==> config.mk <==
export PLATFORM = sky130hd
export DESIGN_NAME = fmac_seq_ctrl_flat
export DESIGN_NICKNAME = d
export VERILOG_FILES = /design/src/rtl/fmac_seq_ctrl_pkg.sv /design/src/rtl/fmac_seq_ctrl_if.sv /design/src/rtl/fmac_seq_ctrl_lat_timer.sv /design/src/rtl/fmac_seq_ctrl.sv /design/src/flat_wrapper.sv
export SDC_FILE = /design/constraint.sdc
export NUM_CORES = 1
export LEC_CHECK = 0
export CAP_MARGIN = 20
export CORE_MARGIN = 2
export CORE_UTILIZATION = 43
export CTS_CLUSTER_DIAMETER = 150
export DETAILED_ROUTE_END_ITERATION = 10
export PLACE_DENSITY = 0.79
export SYNTH_ARGS = -nofsm -noshare
export SYNTH_HDL_FRONTEND = slang
export SYNTH_HIERARCHICAL = 1
export SYNTH_SLANG_ARGS = --single-unit
==> constraint.sdc <==
create_clock -name clk -period 7.54 [get_ports clk]
set_input_delay 1.508 -clock clk [delete_from_list [all_inputs] [get_ports clk]]
set_output_delay 1.508 -clock clk [all_outputs]
set_load 0.02 [all_outputs]
==> src/rtl/fmac_seq_ctrl_pkg.sv <==
// Shared types and constants for the FloPoCo multiply-accumulate sequencer.
// A word is one FloPoCo float: {exception[1:0], sign, exponent[WE-1:0], fraction[WF-1:0]}.
package fmac_pkg;

   localparam int WE = 8;
   localparam int WF = 23;

   typedef logic [WE+WF+2:0] word_t;

   typedef enum logic [2:0] {
      IDLE,
      FETCH,
      MUL_ISSUE,
      MUL_WAIT,
      ADD_ISSUE,
      ADD_WAIT,
      DONE
   } fmac_state_t;

   localparam logic [1:0] EXC_ZERO   = 2'b00;
   localparam logic [1:0] EXC_NORMAL = 2'b01;
   localparam logic [1:0] EXC_INF    = 2'b10;
   localparam logic [1:0] EXC_NAN    = 2'b11;

endpackage

==> src/rtl/fmac_seq_ctrl_if.sv <==
// Operand-pair stream into the sequencer: valid/ready handshake plus the x/y words.
interface fmac_seq_ctrl_if #(
   parameter int W = 34
) ();

   logic         op_valid;
   logic         op_ready;
   logic [W-1:0] op_x;
   logic [W-1:0] op_y;

   modport master (output op_valid, output op_x, output op_y, input op_ready);
   modport slave  (input op_valid, input op_x, input op_y, output op_ready);

endinterface

==> src/rtl/fmac_seq_ctrl_lat_timer.sv <==
// Loadable down-counter used to wait out the external pipeline latencies.
// expired is high while the count is zero; the count never wraps below zero.
module fmac_lat_timer #(
   parameter int TW = 2
) (
   input  logic          clk,
   input  logic          rst,
   input  logic          load,
   input  logic [TW-1:0] load_val,
   input  logic          dec,
   output logic          expired
);

   logic [TW-1:0] cnt;

   // Load takes priority over decrement; saturate at zero.
   always_ff @(posedge clk or posedge rst) begin
      if (rst) begin
         cnt <= '0;
      end else if (load) begin
         cnt <= load_val;
      end else if (dec && (cnt != '0)) begin
         cnt <= cnt - TW'(1);
      end
   end

   assign expired = (cnt == '0);

endmodule

==> src/rtl/fmac_seq_ctrl.sv <==
// Dot-product sequencer: result = init_val + sum(x_i * y_i) over n_terms pairs,
// time-sharing one external FloPoCo fmul and one fadd. Words pass through untouched.
// Optional build macro FMAC_CE_EN adds fmul_ce/fadd_ce clock-enable outputs.
// With FMUL_LAT = 1 the product is forwarded straight from fmul_r in ADD_ISSUE,
// since that is the cycle in which the one-stage multiplier result is valid.
module fmac_seq_ctrl #(
   parameter int WE       = 8,
   parameter int WF       = 23,
   parameter int FMUL_LAT = 2,
   parameter int FADD_LAT = 3,
   parameter int CNT_W    = 8,
   localparam int W       = WE + WF + 3
) (
   input  logic             clk,
   input  logic             rst,
   input  logic             start,
   input  logic [CNT_W-1:0] n_terms,
   input  logic [W-1:0]     init_val,
   fmac_seq_ctrl_if.slave   op,
   output logic [W-1:0]     fmul_x,
   output logic [W-1:0]     fmul_y,
   input  logic [W-1:0]     fmul_r,
   output logic [W-1:0]     fadd_x,
   output logic [W-1:0]     fadd_y,
   input  logic [W-1:0]     fadd_r,
   output logic             busy,
   output logic             done,
   output logic [W-1:0]     result
`ifdef FMAC_CE_EN
   ,
   output logic             fmul_ce,
   output logic             fadd_ce
`endif
);

   import fmac_pkg::*;

   localparam int LAT_MAX = (FMUL_LAT > FADD_LAT) ? FMUL_LAT : FADD_LAT;
   localparam int TW      = $clog2(LAT_MAX) + 1;

   fmac_state_t      state, nstate;
   logic [W-1:0]     acc, prod, opx_q, opy_q, result_q;
   logic [CNT_W-1:0] remaining;
   logic             t_load, t_dec, t_expired;
   logic [TW-1:0]    t_val;

   fmac_lat_timer #(.TW(TW)) u_timer (
      .clk      (clk),
      .rst      (rst),
      .load     (t_load),
      .load_val (t_val),
      .dec      (t_dec),
      .expired  (t_expired)
   );

   // State register; reset aborts any job and pending pipeline results are never captured.
   always_ff @(posedge clk or posedge rst) begin
      if (rst) state <= IDLE;
      else     state <= nstate;
   end

   // Next-state logic and issue-slot outputs.
   always_comb begin
      // NOTE: every signal gets a default before the case so no latch can be inferred.
      nstate      = state;
      op.op_ready = 1'b0;
      fmul_x      = '0;
      fmul_y      = '0;
      fadd_x      = '0;
      fadd_y      = '0;
      t_load      = 1'b0;
      t_dec       = 1'b0;
      t_val       = '0;
      case (state)
         IDLE:      if (start) nstate = (n_terms != '0) ? FETCH : DONE;
         FETCH: begin
            op.op_ready = 1'b1;
            if (op.op_valid) nstate = MUL_ISSUE;
         end
         MUL_ISSUE: begin
            fmul_x = opx_q;
            fmul_y = opy_q;
            t_load = 1'b1;
            t_val  = TW'(FMUL_LAT - 1);
            nstate = (FMUL_LAT == 1) ? ADD_ISSUE : MUL_WAIT;
         end
         MUL_WAIT: begin
            if (t_expired) nstate = ADD_ISSUE;
            else           t_dec  = 1'b1;
         end
         ADD_ISSUE: begin
            fadd_x = acc;
            fadd_y = (FMUL_LAT == 1) ? fmul_r : prod;
            t_load = 1'b1;
            t_val  = TW'(FADD_LAT - 1);
            nstate = ADD_WAIT;
         end
         ADD_WAIT: begin
            if (t_expired) nstate = (remaining == CNT_W'(1)) ? DONE : FETCH;
            else           t_dec  = 1'b1;
         end
         DONE:      nstate = IDLE;
         default:   nstate = IDLE;
      endcase
   end

   // Datapath registers: job setup, operand capture, product/accumulator capture, result.
   always_ff @(posedge clk or posedge rst) begin
      // NOTE: all datapath state is reset so outputs read zero right after an abort.
      if (rst) begin
         acc       <= '0;
         prod      <= '0;
         opx_q     <= '0;
         opy_q     <= '0;
         result_q  <= '0;
         remaining <= '0;
      end else begin
         // NOTE: non-blocking assignments keep every register reading pre-edge values.
         case (state)
            IDLE: if (start) begin
               remaining <= n_terms;
               acc       <= init_val;
            end
            FETCH: if (op.op_valid) begin
               opx_q <= op.op_x;
               opy_q <= op.op_y;
            end
            MUL_WAIT:  if (t_expired) prod <= fmul_r;
            ADD_ISSUE: if (FMUL_LAT == 1) prod <= fmul_r;
            ADD_WAIT: if (t_expired) begin
               acc       <= fadd_r;
               remaining <= remaining - CNT_W'(1);
            end
            DONE:      result_q <= acc;
            default:   ;
         endcase
      end
   end

   assign busy   = (state != IDLE);
   assign done   = (state == DONE);
   assign result = (state == DONE) ? acc : result_q;

`ifdef FMAC_CE_EN
   assign fmul_ce = (state == MUL_ISSUE) || (state == MUL_WAIT);
   assign fadd_ce = (state == ADD_ISSUE) || (state == ADD_WAIT);
`endif

endmodule

==> src/flat_wrapper.sv <==
// flat-port wrapper written by rule: the top's interface ports become plain ports
module fmac_seq_ctrl_flat import fmac_pkg::*;
#(
   parameter int WE       = 8,
   parameter int WF       = 23,
   parameter int FMUL_LAT = 2,
   parameter int FADD_LAT = 3,
   parameter int CNT_W    = 8,
   localparam int W       = WE + WF + 3
)
  (clk, rst, start, n_terms, init_val, fmul_x, fmul_y, fmul_r, fadd_x, fadd_y, fadd_r, busy, done, result, op_op_valid, op_op_x, op_op_y, op_op_ready);
  fmac_seq_ctrl_if #(.W((WE + WF + 3))) op_i ();
  input  logic clk;
  input  logic rst;
  input  logic start;
  input  logic [CNT_W-1:0] n_terms;
  input  logic [W-1:0] init_val;
  output logic [W-1:0] fmul_x;
  output logic [W-1:0] fmul_y;
  input  logic [W-1:0] fmul_r;
  output logic [W-1:0] fadd_x;
  output logic [W-1:0] fadd_y;
  input  logic [W-1:0] fadd_r;
  output logic busy;
  output logic done;
  output logic [W-1:0] result;
  input wire logic [$bits(op_i.op_valid)-1:0] op_op_valid;
  input wire logic [$bits(op_i.op_x)-1:0] op_op_x;
  input wire logic [$bits(op_i.op_y)-1:0] op_op_y;
  output wire logic [$bits(op_i.op_ready)-1:0] op_op_ready;
  assign op_i.op_valid = op_op_valid;
  assign op_i.op_x = op_op_x;
  assign op_i.op_y = op_op_y;
  assign op_op_ready = op_i.op_ready;
  fmac_seq_ctrl #(.WE(WE), .WF(WF), .FMUL_LAT(FMUL_LAT), .FADD_LAT(FADD_LAT), .CNT_W(CNT_W)) u_core (.clk(clk), .rst(rst), .start(start), .n_terms(n_terms), .init_val(init_val), .op(op_i), .fmul_x(fmul_x), .fmul_y(fmul_y), .fmul_r(fmul_r), .fadd_x(fadd_x), .fadd_y(fadd_y), .fadd_r(fadd_r), .busy(busy), .done(done), .result(result));
endmodule
==> key figures, run 1 <==
Place
  • RePlAce Congestion: 0.837
  • Post-DP HPWL: 17.3 mm
  • DP Area: 0.0122 mm2
  • IO Port Bufs: 354

Layout
  • Seq. cell area: 0.00460 mm2
  • Footprint of the multi-input gates: about 0.0037 mm2
  • Layout area overhead: 50.9%
  • Nets: 1337
  • Layout cells sized above 1: 0.124
  • Core Util, Final: 0.662
  • Most common cell after layout, fill and taps aside: clkdlybuf4s50_1
  • Commonest non-fill, non-tap cells in the layout: clkdlybuf4s50_1 (354), dfrtp_1 (184), nand2_1 (179), and2_1 (137), mux2_2 (94)
  • Fill cell count: 1597
  • Final Instance Area: between 0.01 and 0.015 mm2

Worst setup path
  • Worst EP required: slightly above 6000 ps
  • Peak fanout along the critical path: 35
  • Startpoint types: register
  • Kind of critical path: register to output pin
  • Worst Setup End Kind: output pin
  • Arrival time worst endpoint: approximately 3200 ps

Die
  • Die span in y: approximately 140 um
  • Die Width: 145 um
  • # rows: 51
  • Initial core utilization: 0.439
  • Core ar.: 0.0195 mm2
  • Die ar.: 0.0210 mm2
  • IO Count: 355

Synthesis
  • Synth Area in Adders: 0.00703
  • Post-Synth XOR/XNOR Area: 0
  • Synth cell types: about 50
  • Yosys warnings: 6
  • Post-synthesis sequential area ratio: 0.539
  • Cell count after synthesis: 822
  • Main synth FF type: dfrtp_1
  • Area fraction in and, or, nand and nor cells after synthesis: 0.226
  • Number of synthesized flops with an enable pin: 0
  • Share of synthesized registers carrying an async set or reset: 1.00
  • Mean Syn Cell Area: 10.4 um2
  • Synthesized flop and latch total: ~180
  • Synth Area in Compound Gates: 0.0549
  • Mux cell area share after synthesis: 0.136
  • Mapped Nets: 1008
  • Largest family of logic cells by synthesized area: simple AND/OR/NAND/NOR gates
  • Syn Std Cell Area: 0.00854 mm2

Pwr
  • VDD IR max: a little under 0.2 mV
  • Pwr per Cell Area: roughly 380 mW/mm2
  • Leak Pwr: approximately 5.4 nW
  • Total power: 4.86 mW

Global routing
  • Vias in the first global route: 7002
  • First-pass GRT wire length: 38.5 mm
  • Initial antenna violation count: 2
  • GRT Util Overall: 0.231
  • GRT overflow: 0
  • Largest net degree at the start of global routing: around 120

Route
  • Initial DRT Pass Iterations: 7
  • Initial detailed-routing violation count: 434
  • Final ANT Viol Nets: 0
  • WL/cell: 16.9 um
  • DRC violations left: 0
  • Final wirelength: 24.2 mm
  • Via density: between 4 and 5
  • DR vias: 7057

Clocking
  • Num CTS Buffers: 17
  • # resized after CTS: 0
  • Clk slew on worst S/H paths: 70 ps
  • CTS Buffer Depth: 2
  • CTS tree: built
  • TritonCTS Sinks: between 150 and 200
  • Clock Latency Late Sink: 430 ps
  • Hold-fix buffers, CTS: 0
  • Postcts setup bufs: 0
  • Clock root cell: clkbuf_16
  • H-tree levels: 4

STA
  • Max Clk Rate: ~0.21 GHz
  • Endpoints failing hold: 0
  • Worst slew pin tran: between 900 and 1000 ps
  • RSZ-0062 raised after global routing: no
  • Setup-failing EPs final: 0
  • Final Critical Period: 4720 ps
  • Worst slew margin: 0.373
  • Fin Clk Skew: 11.6 ps
  • Slew Viols, Final: 0
  • Fin crit share: 0.626
  • Fin Setup TNS: 0 ps

Run status
  • Status: finished, final reports clean

Run
  • Maxcap violations: 0

Min path
  • Worst min path class: register to register
==> final timing paths <==
check,slack (ps),cells after the start,startpoint,to
hold / removal,470,2,u_core/result_q[21],u_core/result_q[21]
setup / recovery,2820,6,u_core/state[1],result[15]
hold reg to reg,470,2,u_core/result_q[21],u_core/result_q[21]
setup reg to reg,4980,8,u_core/u_timer/cnt[0],u_core/remaining[0]
min in group asynchronous,1410,2,rst,u_core/u_timer/cnt[2]
max in group asynchronous,4490,3,rst,u_core/acc[13]
==> registers in the layout, indices dropped and copies added (netlist names) <==
signal,cells
u_core/acc,34
u_core/opx_q,34
u_core/opy_q,34
u_core/prod,34
u_core/remaining,8
u_core/result_q,34
u_core/state,3
u_core/u_timer/cnt,3
==> routing by layer <==
layer  GRT usage  routed length, um  vias to the layer above
met3      0.0676               1900                       61
li1            -                  -                     3375
met5           0                  0                        -
met2       0.378              11600                      327
met1       0.279               9730                     3294
met4       0.114                937                        0
==> synthesized netlist by cell type (all sizes together) (9+ instances only) <==
library cell	count	share of area
nand2	179	0.079
nor2	42	0.018
clkbuf	22	0.0097
mux2	102	0.13
and2	137	0.10
inv	9	0.0040
o21ai	9	0.0053
a21oi	11	0.0069
buf	31	0.023
a31oi	34	0.025
dfrtp	184	0.54
==> per-stage QoR <==
step	hold WS [ps]	worst slack (ps)	cells
5_1_grt	489	2530	1430
2_1_floorplan	456	1120	822
3_3_place_gp	452	2640	1395
4_1_cts	476	2060	1426
3_5_place_dp	457	2530	1395
6_report	472	2820	1430
==> cell families (layout without fill, tap and decap cells) <==
| kind of cell | Yosys count | count (layout) |
|---|---|---|
| muxes | 103 | 103 |
| and+or+nand+nor | 393 | 393 |
| adders and majority gates | 5 | 5 |
| DFF | 184 | 184 |
| AOI/OAI and AO/OA | 73 | 73 |
| buffers and inverters | 63 | 404 |
| other | 1 | 3 |
==> layout make-up <==
class | count | share of cell area
repair buffers | 363 | 0.282
well taps | 265 | 0.0257
flip-flops and latches | 184 | 0.357
clock buffers | 18 | 0.0333
inverters | 10 | 0.00349
diodes | 2 | 0.000388
clock inverters | 13 | 0.0149
multi-input cells | 575 | 0.283
==> critical path, cell delays in order (launching register included) <==
cell and delay (ps):
dfrtp_1 730, nand3b_2 680, clkinv_1 350, buf_12 230, nand2_1 70, nand2_1 90
clkdlybuf4s50_1 610
==> report_power, final <==
part           internal (mW)  leakage (nW)  switching [mW]
logic                   1.09          2.96            1.06
clock network          0.559         0.303           0.391
registers               1.48          2.17           0.288
Note: power is estimated with default switching activity, not from simulation.
==> run 2, diff against run 1 <==
==> constraint.sdc (replaced) <==
create_clock -name clk -period 4.6 [get_ports clk]
set_input_delay 0.92 -clock clk [delete_from_list [all_inputs] [get_ports clk]]
set_output_delay 0.92 -clock clk [all_outputs]
set_load 0.02 [all_outputs]
==> key figures, run 2 (synthesis gave the netlist of run 1 again) <==
Pwr
  • VDD IR max: approximately 0.32 mV
  • Net switching power figure: about 2.9 mW
  • Clock Power Share: 0.172
  • Sw frac: 0.368
  • Power share of the combinational group: 0.458
  • Leak Pwr: between 5 and 6 nW
  • Register share of total power: 0.371
  • Pwr per Cell Area: around 610 mW/mm2
  • Total power: approximately 8 mW
  • Internal: 4.94 mW

Worst setup path
  • Crit path max-delay family: simple AND/OR/NAND/NOR gates
  • Kind of critical path: register to output pin
  • Critical path endpoint: fmul_x[10]
  • Peak fanout along the critical path: 45
  • Crit-path cells: nand2b_1 -> nor2_4 -> buf_4 -> and2_1 -> clkdlybuf4s50_1
  • Worst EP required: 3680 ps
  • Worst R2R Start: u_core/state[1]
  • Largest stage delay, worst path: around 760 ps
  • Worst Path Buf+Inv: 2
  • Critical Path Start: u_core/state[1]
  • Crit path depth: 5
  • R2r endpoint: u_core/u_timer/cnt[0]
  • Worst Reg2Reg Path Length in Cells: 5
  • Startpoint types: register
  • Worst Setup End Kind: output pin
  • R2R Setup Slk: 1990 ps
  • Slowest CP cell: dfrtp_1
  • Arrival time worst endpoint: 3190 ps

Clocking
  • Num CTS Buffers: 17
  • Hold-fix buffers, CTS: 0
  • TritonCTS Sinks: ~180
  • Clk slew on worst S/H paths: around 70 ps
  • CTS Buffer Depth: 2
  • Clock root cell: clkbuf_16
  • # resized after CTS: 0
  • Clock Latency Late Sink: 420 ps
  • Postcts setup bufs: 0
  • H-tree levels: 4
  • CTS tree: built

Place
  • RePlAce Congestion: 0.864
  • Dpl ws: 912 ps
  • IO Port Bufs: around 350
  • Post-DP HPWL: 17.8 mm

Route
  • Via density: 4.91
  • Initial DRT Pass Iterations: 4
  • DR vias: around 7000
  • DRC violations left: 0
  • WL/cell: 17.2 um
  • Final ANT Viol Nets: 0
  • Final wirelength: 24.6 mm
  • Initial detailed-routing violation count: ~340

Global routing
  • GRT Util Overall: 0.232
  • Vias in the first global route: 7203
  • First-pass GRT wire length: 39.2 mm
  • Initial antenna violation count: 1
  • Largest net degree at the start of global routing: 91
  • GRT overflow: 0

Run
  • Maxcap violations: 0

STA
  • RSZ-0062 raised after global routing: no
  • Fin Setup TNS: 0 ps
  • Setup-failing EPs final: 0
  • Slew Viols, Final: 0
  • Worst setup margin: between 400 and 500 ps
  • Endpoints failing hold: 0
  • Worst slew pin tran: ~860 ps
  • Final Critical Period: roughly 4100 ps
  • Fin Clk Skew: approximately 11 ps
  • Fin crit share: 0.893
  • Worst slew margin: 0.425
  • Max Clk Rate: 0.243 GHz

Die
  • Die Width: 145 um
  • Initial core utilization: 0.439
  • IO Count: about 360
  • Die ar.: 0.0210 mm2
  • Die span in y: roughly 140 um
  • # rows: 51
  • Core ar.: between 0.015 and 0.02 mm2

Layout
  • Layout cells sized above 1: 0.127
  • Nets: 1342
  • Commonest non-fill, non-tap cells in the layout: clkdlybuf4s50_1 (354), dfrtp_1 (184), nand2_1 (179), and2_1 (137), mux2_2 (94)
  • Most common cell after layout, fill and taps aside: clkdlybuf4s50_1
  • Layout area overhead: 50.7%

Min path
  • Worst min path class: register to register

Run status
  • Status: finished, final reports clean
## run 2: how the worst min path moves through the flow
stage                                      to  cells after the start  slack (ps)                 from
after floorplan                u_core/prod[0]                      1         460       u_core/prod[0]
after global placement    u_core/result_q[24]                      2         450  u_core/result_q[24]
after detailed placement  u_core/result_q[23]                      2         460  u_core/result_q[23]
after CTS                  u_core/result_q[9]                      2         480   u_core/result_q[9]
after global routing      u_core/result_q[25]                      2         500  u_core/result_q[25]
final                      u_core/result_q[9]                      2         480   u_core/result_q[9]
## run 2: routing by layer
| metal | share of wire | track usage | vias up |
|---|---|---|---|
| met5 | 0 | 0 | - |
| met4 | 0.025 | 0.0772 | 0 |
| met3 | 0.070 | 0.0648 | 36 |
| met2 | 0.50 | 0.395 | 259 |
| met1 | 0.41 | 0.286 | 3364 |
| li1 | - | - | 3376 |
## run 2: stage by stage
step	std cells	hold slack (ps)	util	area [um2]
global route	1434	496	0.661	12900
floorplan	822	456	-	8550
CTS	1432	478	0.660	12800
global placement	1400	454	0.631	12300
detailed placement	1401	458	0.633	12300
finish	1434	475	0.661	12900
## run 2: power groups by stage
stage                     combinational, mW  clock (mW)  sequential, mW
after global routing                   3.86        1.44            2.99
after floorplan                        2.35           0            2.71
after detailed placement               3.58           0            2.92
after CTS                              3.59        1.37            2.90
after global placement                 3.49           0            2.87
final                                  3.58        1.34            2.90
## run 2: cell type report
class / count / area [um2]
Inverter: 10 / 41.3
Antenna cell: 1 / 2.50
Clock inverter: 13 / 97.6
Sequential cell: 184 / 4600
Multi-Input combinational cell: 575 / 3650
Clock buffer: 18 / 429
Tap cell: 265 / 332
Timing Repair Buffer: 368 / 3710
Fill cell: 1526 / 6590
## run 2: worst reg2reg max path: stages, from the launching register on
cell      delay [ps]
dfrtp_1          760
nand2b_1         240
nor2_4           670
or2_2            330
and2b_4          200
a221o_1          300
==> run 3, diff against run 2 <==
--- a/config.mk
+++ b/config.mk
@@ -6,6 +6,7 @@
 export NUM_CORES = 1
 export LEC_CHECK = 0
 export CAP_MARGIN = 20
+export CORE_ASPECT_RATIO = 2
 export CORE_MARGIN = 2
 export CORE_UTILIZATION = 43
 export CTS_CLUSTER_DIAMETER = 150
==> key figures, run 3 (synthesis gave the netlist of run 1 again) <==
Run status
  • Status: finished, final reports clean

Clocking
  • Clk slew on worst S/H paths: 60 ps
  • Clock root cell: clkbuf_16
  • TritonCTS Sinks: 184
  • # resized after CTS: 0
  • Postcts setup bufs: 0
  • Clock Latency Late Sink: 420 ps
  • Num CTS Buffers: 17
  • Hold-fix buffers, CTS: 0
  • CTS Buffer Depth: 2
  • H-tree levels: 4
  • CTS tree: built

Pwr
  • Clock Power Share: 0.180
  • Sw frac: 0.364
  • Net switching power figure: 2.89 mW
  • VDD IR max: 0.352 mV
  • Leak Pwr: 5.41 nW
  • Register share of total power: 0.372
  • Pwr per Cell Area: 617 mW/mm2
  • Internal: 5.05 mW
  • Power share of the combinational group: 0.449

STA
  • Fin crit share: 0.817
  • Slew Viols, Final: 0
  • Final Critical Period: 3760 ps
  • Setup-failing EPs final: 0
  • Endpoints failing hold: 0
  • Worst slew margin: 0.414
  • Fin Clk Skew: 7.25 ps
  • Worst setup margin: 842 ps
  • Fin Setup TNS: 0 ps
  • Worst slew pin tran: 879 ps
  • RSZ-0062 raised after global routing: no
  • Max Clk Rate: roughly 0.27 GHz

Min path
  • Worst min path class: register to register

Run
  • Maxcap violations: 0

Die
  • # rows: 73
  • Core ar.: just under 0.02 mm2
  • IO Count: 355
  • Die span in y: between 200 and 250 um
  • Die Width: 104 um
  • Initial core utilization: 0.433
  • Die ar.: 0.0211 mm2

Layout
  • Final Instance Area: between 0.01 and 0.015 mm2
  • Commonest non-fill, non-tap cells in the layout: clkdlybuf4s50_1 (354), dfrtp_1 (184), nand2_1 (179), and2_1 (137), mux2_2 (94)
  • Core Util, Final: 0.652
  • Nets: 1339
  • Most common cell after layout, fill and taps aside: clkdlybuf4s50_1
  • Fill cell count: 1636
  • Layout area overhead: 50.5%
  • Layout cells sized above 1: 0.122

Global routing
  • Largest net degree at the start of global routing: 92
  • GRT Util Overall: 0.239
  • GRT overflow: 0
  • Initial antenna violation count: 1
  • First-pass GRT wire length: 39.1 mm
  • Vias in the first global route: 7289

Route
  • DRC violations left: 0
  • DR vias: just over 7000
  • Via density: about 4.9
  • Initial detailed-routing violation count: approximately 210
  • Final wirelength: around 25 mm
  • Initial DRT Pass Iterations: 4
  • WL/cell: 17.3 um
  • Final ANT Viol Nets: 0

Worst setup path
  • Peak fanout along the critical path: 70
  • Startpoint types: register
  • Kind of critical path: register to output pin
  • Largest stage delay, worst path: 740 ps
  • Crit-path cells: nand2b_1 -> nor2_4 -> buf_4 -> and2_1 -> clkdlybuf4s50_1
  • Arrival time worst endpoint: 2840 ps
  • Slowest CP cell: dfrtp_1
  • Worst Setup End Kind: output pin
  • Worst EP required: 3680 ps

Place
  • Dpl ws: around 1300 ps
  • DP Area: 0.0123 mm2
  • IO Port Bufs: 354
  • Post-DP HPWL: 18.1 mm
  • RePlAce Congestion: between 0.8 and 0.9
## run 3: changes by cell type in the layout (fill, tap and decap cells not counted), sizes merged
| cell | previous run | this run |
|---|---|---|
| buf | 14 | 11 |
| bufinv | 0 | 2 |
| clkbuf | 18 | 23 |
| clkinv | 7 | 4 |
| clkinvlp | 5 | 4 |
| inv | 11 | 8 |
## run 3: cell type report
type                       instances  area [um2]  share of cell area
antenna                            1        2.50            0.000195
clock buffer                      23         468              0.0364
clock inverter                     8        97.6             0.00759
inverter                          10        41.3             0.00321
multi-input combinational        575        3650               0.284
sequential                       184        4600               0.358
tap                              262         328              0.0255
timing repair buffer             365        3660               0.285
## run 3: worst paths after layout
path | endpoint | cells after the start | slack, ps | startpoint
max in group asynchronous | u_core/result_q[7] | 3 | 3150 | rst
hold / removal | u_core/result_q[1] | 2 | 470 | u_core/result_q[1]
min in group asynchronous | u_core/u_timer/cnt[2] | 2 | 760 | rst
setup reg to reg | u_core/prod[8] | 7 | 2030 | u_core/u_timer/cnt[0]
setup / recovery | fmul_y[21] | 5 | 840 | u_core/state[1]
hold reg to reg | u_core/result_q[1] | 2 | 470 | u_core/result_q[1]
## run 3: metrics by stage
stage	hold slack, ps	power, mW	cells
4_1_cts	477	8.02	1427
6_report	472	7.94	1428
3_5_place_dp	461	6.55	1396
3_3_place_gp	452	6.45	1396
5_1_grt	489	8.44	1428
2_1_floorplan	456	5.06	822
## run 3: worst max-delay path, delay by kind of cell, from the launching register on
family,cells,cell delay (ps)
and+or+nand+nor,3,540
DFF,1,740
buffers and inverters,2,1110
## run 3: power by group through the flow
stage | combinational [mW] | clock (mW) | sequential (mW)
6_report | 3.56 | 1.43 | 2.95
2_1_floorplan | 2.35 | 0 | 2.71
3_3_place_gp | 3.51 | 0 | 2.94
5_1_grt | 3.87 | 1.53 | 3.04
4_1_cts | 3.60 | 1.47 | 2.95
3_5_place_dp | 3.58 | 0 | 2.97
## run 3: per-layer routing
layer	vias up	wire length, um	track usage
met2	228	13600	0.451
met3	54	1260	0.0534
met4	0	1080	0.119
met1	3399	8730	0.245
li1	3373	-	-
met5	-	0	0
